## config.mk

```make
export PLATFORM = sky130hd
export DESIGN_NAME = port_priority_arbiter
export DESIGN_NICKNAME = d
export VERILOG_FILES = /design/src/rtl/port_priority_arbiter.sv
export SDC_FILE = /design/constraint.sdc
export NUM_CORES = 1
export LEC_CHECK = 0
export CAP_MARGIN = 15
export CORE_MARGIN = 2
export CORE_UTILIZATION = 35
export CTS_BUF_LIST = sky130_fd_sc_hd__clkbuf_4
export DETAILED_ROUTE_END_ITERATION = 8
export RECOVER_POWER = 50
export SLEW_MARGIN = 40
export SYNTH_ARGS = -nofsm -noshare
export SYNTH_HDL_FRONTEND = slang
export SYNTH_SLANG_ARGS = --single-unit
export TNS_END_PERCENT = 30
```

## constraint.sdc

```tcl
create_clock -name clk -period 18.1 [get_ports clk]
set_input_delay 1.81 -clock clk [delete_from_list [all_inputs] [get_ports clk]]
set_output_delay 1.81 -clock clk [all_outputs]
set_load 0.02 [all_outputs]
```

## src/rtl/port_priority_arbiter.sv

```systemverilog
`timescale 1ns/1ps
`default_nettype none
// ============================================================================
// Module  : port_priority_arbiter
// Purpose : One-of-seven FIFO scheduler: priority first, round-robin tie-break,
//           age-based anti-starvation boost, registered select for readout.
// Rev     : 1.0  initial release
// ============================================================================
module port_priority_arbiter #(
  parameter int NUM_PORTS      = 7,
  parameter int PRIORITY_WIDTH = 8,
  parameter int AGE_WIDTH      = 4,
  parameter int AGE_LIMIT      = 15
) (
  input  logic                                clk,
  input  logic                                rst,
  input  logic [NUM_PORTS-1:0]                req,
  input  logic [NUM_PORTS*PRIORITY_WIDTH-1:0] prio,
  input  logic                                out_stall,
  output logic [NUM_PORTS-1:0]                grant,
  output logic                                sel_valid,
  output logic [2:0]                          sel_index,
  output logic [2:0]                          rr_ptr
);

  logic [AGE_WIDTH-1:0]    r_age [NUM_PORTS];
  logic                    r_sel_valid;
  logic [2:0]              r_sel_index;
  logic [2:0]              r_rr_ptr;

  logic [PRIORITY_WIDTH:0] w_key [NUM_PORTS];
  logic [PRIORITY_WIDTH:0] w_best_key;
  logic                    w_found;
  logic [2:0]              w_win;
  logic [2:0]              w_idx;
  logic [3:0]              w_sum;
  logic                    w_grant_en;
  logic [NUM_PORTS-1:0]    w_grant;

  // Saturated age lifts the boost bit above every priority value.
  for (genvar g = 0; g < NUM_PORTS; g++) begin : g_key
    assign w_key[g] = {(r_age[g] == AGE_WIDTH'(AGE_LIMIT)),
                       prio[g*PRIORITY_WIDTH +: PRIORITY_WIDTH]};
  end

  // Scan in round-robin order; strict '>' keeps the first tied candidate.
  always_comb begin
    w_found    = 1'b0;
    w_best_key = '0;
    w_win      = '0;
    w_sum      = '0;
    w_idx      = '0;
    for (int k = 0; k < NUM_PORTS; k++) begin
      w_sum = {1'b0, r_rr_ptr} + 4'(k);
      if (w_sum >= 4'(NUM_PORTS)) begin
        w_sum = w_sum - 4'(NUM_PORTS);
      end
      w_idx = w_sum[2:0];
      if (req[w_idx] && (!w_found || (w_key[w_idx] > w_best_key))) begin
        w_found    = 1'b1;
        w_best_key = w_key[w_idx];
        w_win      = w_idx;
      end
    end
  end

  assign w_grant_en = rst & ~out_stall & (|req);
  assign w_grant    = w_grant_en ? (NUM_PORTS'(1) << w_win) : '0;

  always_ff @(posedge clk) begin
    if (!rst) begin
      r_sel_valid <= 1'b0;
      r_sel_index <= '0;
      r_rr_ptr    <= '0;
      for (int i = 0; i < NUM_PORTS; i++) begin
        r_age[i] <= '0;
      end
    end else if (out_stall) begin
      r_sel_valid <= 1'b0;
    end else begin
      r_sel_valid <= |w_grant;
      if (w_grant_en) begin
        r_sel_index <= w_win;
        r_rr_ptr    <= (w_win == 3'(NUM_PORTS-1)) ? 3'd0 : w_win + 3'd1;
      end
      for (int i = 0; i < NUM_PORTS; i++) begin
        if (!req[i] || w_grant[i]) begin
          r_age[i] <= '0;
        end else if (r_age[i] != AGE_WIDTH'(AGE_LIMIT)) begin
          r_age[i] <= r_age[i] + AGE_WIDTH'(1);
        end
      end
    end
  end

  assign grant     = w_grant;
  assign sel_valid = r_sel_valid;
  assign sel_index = r_sel_index;
  assign rr_ptr    = r_rr_ptr;

endmodule
`default_nettype wire

```

==> results of run 1 <==
## layout make-up
type	instances	area, sq um	area share [%]
clock buffer	5	37.5	0.373
multi-input combinational	942	7340	73.0
tap	324	405	4.03
inverter	42	158	1.57
timing repair buffer	121	1120	11.2
sequential	35	981	9.76
clock inverter	3	15.0	0.149
## metrics by stage
| step | cells | util (%) |
|---|---|---|
| final | 1472 | 41.2 |
| after global placement | 1460 | 40.6 |
| after floorplan | 1101 | - |
| after detailed placement | 1460 | 40.7 |
| after CTS | 1468 | 40.9 |
| after global routing | 1472 | 41.2 |
## kinds of logic after synthesis
kind of cell | Yosys count | synth area share [%]
and+or+nand+nor | 403 | 21.7
xor gates and xnor gates | 25 | 2.52
adders and majority gates | 74 | 10.7
DFF | 35 | 11.3
buffers and inverters | 124 | 5.72
AOI/OAI and AO/OA | 298 | 23.7
muxes | 142 | 24.4
## worst paths after layout
| kind | slack (ns) | startpoint | endpoint |
|---|---|---|---|
| worst max-delay path | 1.08 | req[3] | grant[4] |
| worst min-delay path | 0.48 | sel_index[2] | sel_index[2] |
| worst max register to register | 3.10 | rr_ptr[2] | r_age[3][1] |
| worst min register to register | 0.48 | sel_index[2] | sel_index[2] |
## registers in the layout, indices dropped and copies added (netlist names)
name / cells
r_age: 28
rr_ptr: 3
sel_index: 3
sel_valid: 1
## synth_stat cells, drive strengths merged, types with 4 or more instances
cell	instances
mux4	53
o21ai	69
o211ai	18
xnor2	11
a21oi	67
xor2	14
inv	42
o311ai	4
nand2b	7
nand2	160
ha	73
a211oi	10
mux2i	63
edfxtp	28
buf	14
a221oi	20
or4	4
a311oi	9
dfxtp	7
and3	17
nor3b	6
nor2	88
nor3	32
and2	6
o21a	15
nand3	49
or3	4
a211o	13
nand4	11
mux2	26
a221o	5
a21o	20
a31oi	10
clkbuf	68
a2bb2oi	6
nor2b	6
## what timing repair did
action                     in CTS  in global routing
setup endpoints to repair       0                  7
setup buffers                   0                  3
gates resized for setup         0                 20
hold buffers                    0                  0
## worst max-delay path, delay by kind of cell
family	cells	cell delay, ns
fa+ha+maj	6	1.74
mux	3	0.79
simple gates	12	1.92
buf+inv	6	1.93
compound gates	33	6.98
## metal layers
layer	vias to the layer above	share of wire, %	global-route usage (%)
li1	4290	-	-
met1	4484	42	32.9
met2	543	45	42.1
met3	128	8.2	3.19
met4	0	5.0	11.3
met5	-	0	0
==> reports/results.txt, run 1 <==
status - complete, no violations
most frequent cells in the layout - nand2_1, nor2_1, ha_1, clkdlybuf4s50_1, a21oi_1
Setup WS post-layout - 1.08 ns
Critical Path RT - 16.29 ns
Filler Cell Count - 2471
cell taking the most area after synthesis - mux4_2
Mean Syn Cell Area - 7.91 sq um
drt wl/cell - 23.0 microns
Slew HR - 36.6%
WS Path Type - input port to output port
part of the cycle the worst path needs - 94.0%
Worst setup SP type - input port
commonest non-fill, non-tap cell in the layout - nand2_1
r2r worst-path depth - 64
Hold Crit Class - flop to flop
# IOs - 80
post-route cell area - 10100 sq um
Root Driver - clkbuf_4
setup violators final - 0
Area after DPL - 9930 sq um
TritonRoute pass-1 iters - 6
WHS Path Cells - 2
sequential fraction of the synthesis area - 11.3%
predominant post-synthesis flop cell - edfxtp_1
Max Clock Freq - 0.0588 GHz
post-synthesis cell area - 8710 sq um
Synth top area share - 13.7%
fin crit period - 17.02 ns
Netlist cell types - 80
Max-Cap Viols - 0
CTS sink count - 35
Yosys reg bits - 35
Worst-path clk slew - 0.11 ns
Tot GR Track Use - 25.3%
Initial Util - 35.7%
DRT Wirelength - 33900 microns
synth top area cells - mux4_2, ha_1, edfxtp_1
Final Hold Vio Count - 0
IO Port Bufs - 79
maximum clock insertion buffer count - 2
core area - 24400 sq um
initial antenna violation count - 0
YS warnings - 0
Die Y - 162 microns
DRC violations left - 0
CTS tree - yes
RSZ-0062 raised after global routing - false
first-pass GRT wire length - 51700 microns
via count - 9445
Mapped Cells - 1101
Clock Latency Late Sink - 0.35 ns
CTS Buf Count - 5
Pins Over Slew Limit - 0
synth-to-layout area growth - 15.5%
post-DR vias/cell - 6.42
die width - 162 microns
Max H-tree Level - 2
hpwl dp - 25800 microns
DRT antenna net count - 0
vias in the first global route - 8956
ant diodes - 0
largest net degree at the start of global routing - 36
GPL Wtd Cong - 0.941
Post-synth ARST share - 0%
Worst Setup End Kind - output port
Layout Skew - 0.0179 ns
worst slew pin tran - 0.939 ns
Die ar. - 26200 sq um
row count - 57
total gr overflow - 0
slowest library cell on the worst path - clkdlybuf4s50_1
worst-path maximum fanout - 17
number of synthesized flops with an enable pin - 28
Final #Nets - 1287
Largest stage delay, worst path - 0.80 ns
final hold slack - 0.481 ns
Place WS - 0.373 ns
Net Count, Synth - 1241
Total Neg Setup Slack - 0 ns
DR iter-0 viols - 1019
CP arrival - 15.21 ns
layout cells sized above 1 - 14.4%
Power of run 1 is not shown: default switching activity piles up to over one toggle a cycle in this logic, so the estimate is an artifact.
==> run 2: changes to the inputs <==
--- a/config.mk
+++ b/config.mk
@@ -5,7 +5,7 @@
 export SDC_FILE = /design/constraint.sdc
 export NUM_CORES = 1
 export LEC_CHECK = 0
-export CAP_MARGIN = 15
+export CAP_MARGIN = 25
 export CORE_MARGIN = 2
 export CORE_UTILIZATION = 35
 export CTS_BUF_LIST = sky130_fd_sc_hd__clkbuf_4
==> results of run 2 <==
No change in the layout: final DEF, timing and power equal those of run 1.
Power of run 2 is left out for the same reason.
==> run 3: changes to the inputs <==
--- a/config.mk
+++ b/config.mk
@@ -7,9 +7,10 @@
 export LEC_CHECK = 0
 export CAP_MARGIN = 25
 export CORE_MARGIN = 2
-export CORE_UTILIZATION = 35
+export CORE_UTILIZATION = 43
 export CTS_BUF_LIST = sky130_fd_sc_hd__clkbuf_4
 export DETAILED_ROUTE_END_ITERATION = 8
+export HOLD_SLACK_MARGIN = 0.12
 export RECOVER_POWER = 50
 export SLEW_MARGIN = 40
 export SYNTH_ARGS = -nofsm -noshare
==> reports/results.txt, run 3 (same netlist as run 1, synthesis figures left out) <==
status - complete, no violations (unchanged)
CTS sink count - 35 (unchanged)
CTS Buf Count - 5 (unchanged)
Reg with most FFs - r_age (unchanged)
CP top delay family - compound AO/OA/AOI/OAI gates (unchanged)
setup violators final - 0 (unchanged)
core area - 20000 sq um (was 24400 sq um)
Worst-path clk slew - 0.09 ns (was 0.11 ns)
DRT antenna net count - 0 (unchanged)
WS Path Type - input port to output port (unchanged)
worst slew pin tran - 1.34 ns (was 0.939 ns)
Die Y - 146 microns (was 162 microns)
DRC violations left - 0 (unchanged)
ant diodes - 0 (unchanged)
Final #Nets - 1295 (was 1287)
synth-to-layout area growth - 15.5% (unchanged)
DRT Wirelength - 34700 microns (was 33900 microns)
Layout Skew - 0.0184 ns (was 0.0179 ns)
GPL Wtd Cong - 0.979 (was 0.941)
first-pass GRT wire length - 52600 microns (was 51700 microns)
Worst Hold Launch - sel_index[0] (was sel_index[2])
Max H-tree Level - 2 (unchanged)
Max Clock Freq - 0.0583 GHz (was 0.0588 GHz)
Die ar. - 21400 sq um (was 26200 sq um)
CP bufs+invs - 6 (unchanged)
Filler Cell Count - 1993 (was 2471)
WHS Path Cells - 2 (unchanged)
Critical Path RT - 16.29 ns (about the same)
Hold Crit Class - flop to flop (unchanged)
max reg flops - 28 (unchanged)
total gr overflow - 0 (unchanged)
r2r startpoint - rr_ptr[2] (unchanged)
reg-to-reg endpoint - r_age[3][2] (was r_age[3][1])
Worst Setup End Kind - output port (unchanged)
IO Port Bufs - 79 (unchanged)
drt wl/cell - 24.3 microns (was 23.0 microns)
Final Hold Vio Count - 0 (unchanged)
Critical Path Most Common Cell - ha_1
Clock Latency Late Sink - 0.34 ns (was 0.35 ns)
maximum clock insertion buffer count - 2 (unchanged)
slowest library cell on the worst path - clkdlybuf4s50_1 (unchanged)
Max-Cap Viols - 0 (unchanged)
layout cells sized above 1 - 15.0% (was 14.4%)
r2r worst-path depth - 62 (was 64)
post-DR vias/cell - 6.53 (was 6.42)
hpwl dp - 25800 microns (about the same)
Multi-input gate area - 7340 sq um (about the same)
Largest stage delay, worst path - 0.61 ns (was 0.80 ns)
initial antenna violation count - 0 (unchanged)
# IOs - 80 (unchanged)
register area - 981 sq um (unchanged)
via count - 9317 (was 9445)
Total Neg Setup Slack - 0 ns (unchanged)
DR iter-0 viols - 1073 (was 1019)
most frequent cells in the layout - nand2_1, nor2_1, clkdlybuf4s50_1, ha_1, a21oi_1 (was nand2_1, nor2_1, ha_1, clkdlybuf4s50_1, a21oi_1)
CP arrival - 15.34 ns (was 15.21 ns)
Slew HR - 10.6% (was 36.6%)
fin crit period - 17.15 ns (was 17.02 ns)
TritonRoute pass-1 iters - 5 (was 6)
commonest non-fill, non-tap cell in the layout - nand2_1 (unchanged)
part of the cycle the worst path needs - 94.7% (was 94.0%)
FF-to-FF setup slack - 2.98 ns (was 3.10 ns)
die width - 146 microns (was 162 microns)
hold path endpoint - sel_index[0] (was sel_index[2])
worst-path maximum fanout - 17 (unchanged)
CTS tree - yes (unchanged)
vias in the first global route - 8851 (was 8956)
Tot GR Track Use - 31.6% (was 25.3%)
Pins Over Slew Limit - 0 (unchanged)
Root Driver - clkbuf_4 (unchanged)
row count - 52 (was 57)
Worst setup SP type - input port (unchanged)
RSZ-0062 raised after global routing - false (unchanged)
largest net degree at the start of global routing - 30 (was 36)
Initial Util - 43.4% (was 35.7%)
==> run 3: metal layers <==
layer	wire, microns	up-vias	global-route usage, %
met2	15400	560	49.5
met1	14300	4361	42.7
met5	0	-	0
met3	3360	98	5.38
met4	1670	0	14.9
li1	-	4298	-
==> run 3: repair_timing <==
action | CTS | global route
endpoints found under the setup margin | 1 | 7
setup buffers | 0 | 5
gates resized for setup | 1 | 18
pin swaps | 0 | 1
hold buffers | 0 | 0
==> run 3: worst min-delay path, stage by stage (launching register included) <==
cell	delay (ns)
dfxtp_1	0.32
nand3_1	0.06
o21ai_0	0.07
==> run 3: metrics by stage <==
stage / utilization, % / worst slack [ns] / area [sq um] / std cells / hold WS [ns]
after floorplan: - / 1.88 / 8710 / 1101 / 0.533
after global placement: 49.4 / 0.463 / 9900 / 1413 / 0.460
final: 50.2 / 0.952 / 10100 / 1426 / 0.497
after detailed placement: 49.4 / 0.206 / 9900 / 1413 / 0.468
after CTS: 49.8 / 0.266 / 9970 / 1421 / 0.494
after global routing: 50.2 / 0.0536 / 10100 / 1426 / 0.520
==> run 3: cell type report <==
type / count / share of cell area (%)
Multi-Input combinational cell: 942 / 73.1
Timing Repair Buffer: 129 / 11.7
Sequential cell: 35 / 9.76
Tap cell: 270 / 3.36
Inverter: 42 / 1.57
Clock buffer: 6 / 0.448
Clock inverter: 2 / 0.124
==> run 3: worst max path at each step <==
stage,startpoint,endpoint,slack (ns),depth (start not counted)
final,req[6],grant[3],0.95,60
after global routing,req[6],grant[3],0.05,60
after CTS,rr_ptr[2],grant[3],0.27,63
after detailed placement,req[6],grant[3],0.21,62
after global placement,req[1],grant[0],0.46,56
after floorplan,rr_ptr[1],grant[0],1.88,70
Power of run 3 is left out for the same reason.
